## config.mk

```make
export PLATFORM = sky130hd
export DESIGN_NAME = hazard_ctrl
export DESIGN_NICKNAME = d
export VERILOG_FILES = /design/src/rtl/hazard_ctrl.sv
export SDC_FILE = /design/constraint.sdc
export NUM_CORES = 1
export LEC_CHECK = 0
export BUFFER_PORTS_ARGS = -buffer_cell sky130_fd_sc_hd__buf_4
export CORE_ASPECT_RATIO = 1.4
export CORE_MARGIN = 2
export CORE_UTILIZATION = 25
export DETAILED_ROUTE_END_ITERATION = 16
export SKIP_CTS_REPAIR_TIMING = 1
export SYNTH_ARGS = -nofsm -noshare
export SYNTH_HDL_FRONTEND = slang
export SYNTH_SLANG_ARGS = --single-unit
```

## constraint.sdc

```tcl
create_clock -name clk -period 1.95 [get_ports clk]
set_input_delay 0.0975 -clock clk [delete_from_list [all_inputs] [get_ports clk]]
set_output_delay 0.0975 -clock clk [all_outputs]
set_load 0.005 [all_outputs]
```

## src/rtl/hazard_ctrl.sv

```systemverilog
// Pipeline hazard controller: load-use and branch-operand stalls,
// data-memory wait freeze, mult/div occupancy and control-flow flushes.
module hazard_ctrl #(
    parameter int MD_LAT = 32
) (
    input  logic       clk,
    input  logic       reset,
    input  logic [4:0] id_rs,
    input  logic [4:0] id_rt,
    input  logic       id_uses_rs,
    input  logic       id_uses_rt,
    input  logic       id_is_branch,
    input  logic       id_is_j,
    input  logic       id_is_jr,
    input  logic       comp_true,
    input  logic       id_md_start,
    input  logic       id_md_use,
    input  logic       idex_memread,
    input  logic       idex_regwrite,
    input  logic [4:0] idex_dst,
    input  logic       exmem_memop,
    input  logic       dmem_ready,
    output logic [1:0] IFIDop,
    output logic [1:0] IDEXop,
    output logic [1:0] EXMEMop,
    output logic [1:0] PCSrc,
    output logic       md_busy
);

    typedef enum logic [1:0] {
        RUN     = 2'd0,
        STALL   = 2'd1,
        MD_BUSY = 2'd2
    } state_t;

    localparam logic [1:0] OP_ADV  = 2'd0;
    localparam logic [1:0] OP_BUB  = 2'd1;
    localparam logic [1:0] OP_HOLD = 2'd2;

    localparam logic [1:0] PC_SEQ = 2'd0;
    localparam logic [1:0] PC_BR  = 2'd1;
    localparam logic [1:0] PC_J   = 2'd2;
    localparam logic [1:0] PC_JR  = 2'd3;

    localparam logic [5:0] MD_INIT = 6'(MD_LAT - 1);

    state_t     state, state_nxt;
    logic [1:0] st_cnt, st_nxt;
    logic [5:0] md_cnt, md_nxt;

    logic [1:0] ifid_c, idex_c, exmem_c, pc_c;

    logic hit;
    logic memwait;
    logic br_or_jr;
    logic ld_haz;
    logic alu_haz;
    logic data_haz;
    logic md_haz;
    logic [1:0] st_load;

    assign hit = (idex_dst != 5'd0) &&
                 ((id_uses_rs && (id_rs == idex_dst)) ||
                  (id_uses_rt && (id_rt == idex_dst)));

    assign memwait  = exmem_memop && !dmem_ready;
    assign br_or_jr = id_is_branch || id_is_jr;

    assign ld_haz  = (state == RUN) && idex_memread && hit;
    assign alu_haz = (state == RUN) && idex_regwrite &&
                     !idex_memread && hit && br_or_jr;
    assign data_haz = ld_haz || alu_haz;

    // A load feeding a branch/jr needs a second bubble for the compare.
    assign st_load = (ld_haz && br_or_jr) ? 2'd1 : 2'd0;

    assign md_haz = (state == MD_BUSY) && id_md_use &&
                    (md_cnt > 6'd1);

    always_ff @(posedge clk or negedge reset) begin
        if (!reset) begin
            state  <= RUN;
            st_cnt <= 2'd0;
            md_cnt <= 6'd0;
        end else begin
            state  <= state_nxt;
            st_cnt <= st_nxt;
            md_cnt <= md_nxt;
        end
    end

    always_comb begin
        state_nxt = state;
        st_nxt    = st_cnt;
        md_nxt    = md_cnt;
        ifid_c    = OP_ADV;
        idex_c    = OP_ADV;
        exmem_c   = OP_ADV;
        pc_c      = PC_SEQ;

        if (memwait) begin
            ifid_c  = OP_HOLD;
            idex_c  = OP_HOLD;
            exmem_c = OP_HOLD;
        end else if (state == STALL) begin
            ifid_c = OP_HOLD;
            idex_c = OP_BUB;
            st_nxt = st_cnt - 2'd1;
            if (st_cnt <= 2'd1) begin
                state_nxt = RUN;
            end
        end else if (data_haz) begin
            ifid_c = OP_HOLD;
            idex_c = OP_BUB;
            st_nxt = st_load;
            if (st_load != 2'd0) begin
                state_nxt = STALL;
            end
        end else begin
            if (state == MD_BUSY) begin
                md_nxt = md_cnt - 6'd1;
                if (md_cnt <= 6'd1) begin
                    state_nxt = RUN;
                end
            end

            if (md_haz) begin
                ifid_c = OP_HOLD;
                idex_c = OP_BUB;
            end else if (id_is_j) begin
                pc_c   = PC_J;
                ifid_c = OP_BUB;
            end else if (id_is_jr) begin
                pc_c   = PC_JR;
                ifid_c = OP_BUB;
            end else if (id_is_branch) begin
                pc_c   = PC_BR;
                ifid_c = comp_true ? OP_BUB : OP_ADV;
            end

            if ((state == RUN) && id_md_start) begin
                md_nxt    = MD_INIT;
                state_nxt = MD_BUSY;
            end
        end
    end

    // Outputs drop to zero the moment reset asserts, clock or not.
    assign IFIDop  = reset ? ifid_c  : OP_ADV;
    assign IDEXop  = reset ? idex_c  : OP_ADV;
    assign EXMEMop = reset ? exmem_c : OP_ADV;
    assign PCSrc   = reset ? pc_c    : PC_SEQ;
    assign md_busy = reset && (state == MD_BUSY);

endmodule

```

==> metrics.cfg <==
[outcome]
status=complete, no violations

[placement]
dpl.hpwl_um=1914
dp_cells=183
placed_area_um2=1204
numPortBuffers=36
gp_congestion=0.7693
place_ws_ns=0.3013

[clock_network]
clkLatencyLatePin_ns=0.24
htreeDepth=1
clk_pin_slew_worst_paths_ns=0.05
clock_sinks=10
cts_root_buf=clkbuf_8
cts_buffers=3
cts_tree=done
clockBufferDepth=2

[cells_and_area]
drive_gt1_share_pct=37.09
fin_cells=191
area_growth_syn_to_layout_pct=44.41
final_core_util_pct=38.07
diodes=0
nets=184
stdcell_area_um2=1310

[synth]
synth-seq-cells=10
synth_cell_types=40
synth.cell_area_um2=907.1
synth_nets=142
synth-edff-count=0
async_reset_ff_share_pct=100.0
synth_cells=110
yosysWarnings=0
synth_top_flop_cell=dfrtp_1
avgSynthCellArea_um2=8.247
synth-seq-area-share_pct=27.59

[timing]
rsz0062_at_grt=yes
hold_violations=0
final.setup.worst_slack_ns=0.1168
finalCriticalPeriod_ns=1.833
finalCritPeriodShare_pct=94.01
final-setup-viol-count=0
whs_ns=0.1462
finalClockSkew_ns=0.002659
tns_ns=0
fmax_mhz=545.5
finalMaxSlewViolations=0

[setup_path]
r2r_setup_slack_ns=0.42
cp-start-kind=register
cp.arrival_ns=1.74
crit_slowest_cell=dfrtp_1
worst-path-max-fanout=5
worstSetupPathType=register to output port
endpoint_kind=output port
path_cells=buf_4 -> ha_1 -> o21ai_2 -> nand4b_1 -> o211ai_4 -> o21a_1 -> buf_4
max_stage_delay_ns=0.39
cp_common_cell=buf_4
cp.required_ns=1.85

[global_routing]
grt_pass1_wl_um=3995
grt_max_degree=15
grt_pass1_vias=971
grt-ovfl-total=0
grt_antenna_before_repair=0
groute.usage.overall_pct=12.98

[power_and_ir_drop]
p_leak_nw=0.5731
peakVddDrop_v=0.0003808
total_power_mw=1.228
power_density_nw_per_um2=937.4

[job]
cap_viol_max_count=0

[routing]
drt_iter0_markers=13
routedWlPerCell_um=12.24
drtAntennaViolNets=0
via_per_inst=5.052
drc_errors=0
drt_pass1_iterations=4
via_count=965
routed_wirelength_um=2338

[die]
dieArea_um2=4133
die_h_um=75.28
initial_utilization_pct=26.36
die_w_um=54.91
fp.coreArea_um2=3441
rows=25
io_pins=38

[hold_path]
hp-class=primary input to register

## metal layers
layer	GRT usage (%)	wire (µm)
met1	14.77	972
met2	23.41	1156
met3	1.786	166
met4	5.420	42
met5	0	0
## layout by cell type, fill, tap and decap left out, types with 2 or more instances in the layout
cell / n
clkbuf_8: 4
nor4_2: 2
o21ai_0: 3
ha_1: 2
buf_4: 40
dfrtp_1: 9
nand2_1: 15
xnor2_1: 10
nand3_1: 2
o21a_1: 4
and2_1: 2
a22o_1: 2
nand2b_1: 2
a21oi_1: 4
a22oi_1: 2
nor3_1: 6
a31oi_1: 2
nor2_1: 10
nor3b_1: 2
inv_1: 3
o31ai_1: 3
nand4_1: 2
## state kept, by name, summed over array words and instances, names as in the netlist
register	cells
state	2
md_cnt	6
st_cnt	2
## where the power goes
group / switching [mW] / internal [mW] / total (mW)
Combinational: 0.265 / 0.294 / 0.559
Sequential: 0.107 / 0.291 / 0.399
Clock: 0.0919 / 0.178 / 0.270
Total: 0.464 / 0.764 / 1.23
## synthesized netlist by cell type (all sizes together) (3+ instances only)
master,instances,area (µm²)
a21oi,4,20.02
buf,4,31.27
dfrtp,10,250.2
ha,3,37.54
inv,3,11.26
nand2,15,56.30
nand3,3,20.02
nor2,11,48.80
nor3,6,30.03
o21a,4,30.03
o21ai,5,25.02
o31ai,3,22.52
xnor2,10,87.58
## area by class of cell
class / instances / area (µm²)
inverters: 3 / 11.26
fillers: 353 / 2131
clock buffers: 4 / 55.05
repair buffers: 41 / 310.3
well taps: 40 / 50.05
flip-flops and latches: 10 / 251.5
multi-input cells: 93 / 631.9
## worst paths after layout
| check | cells after the start | end | startpoint |
|---|---|---|---|
| min in group asynchronous | 2 | md_cnt[5] | reset |
| worst max register to register | 5 | md_cnt[1] | state[1] |
| worst max-delay path | 7 | IFIDop[1] | md_cnt[0] |
| worst min-delay path | 3 | state[1] | id_md_start |
| max in group asynchronous | 2 | state[1] | reset |
| worst min register to register | 2 | md_cnt[0] | md_cnt[0] |
## critical path: cells and delay by family (launching register included)
kind	cells	cell delay, ns
AOI/OAI and AO/OA	3	0.47
adders and majority gates	1	0.20
buffers and inverters	2	0.25
DFF	1	0.39
and+or+nand+nor	1	0.18
## kinds of logic (layout without fill, tap and decap cells)
family	count (synthesis)	count (layout)	share of synthesized area, %
fa+ha+maj	3	3	4.138
mux	1	1	1.241
flops	10	10	27.59
simple gates	50	50	29.66
buf+inv	7	48	4.688
compound gates	28	28	22.62
xor+xnor	10	10	9.655
other cells	1	1	0.4134
(Power assumes the default switching activity.)
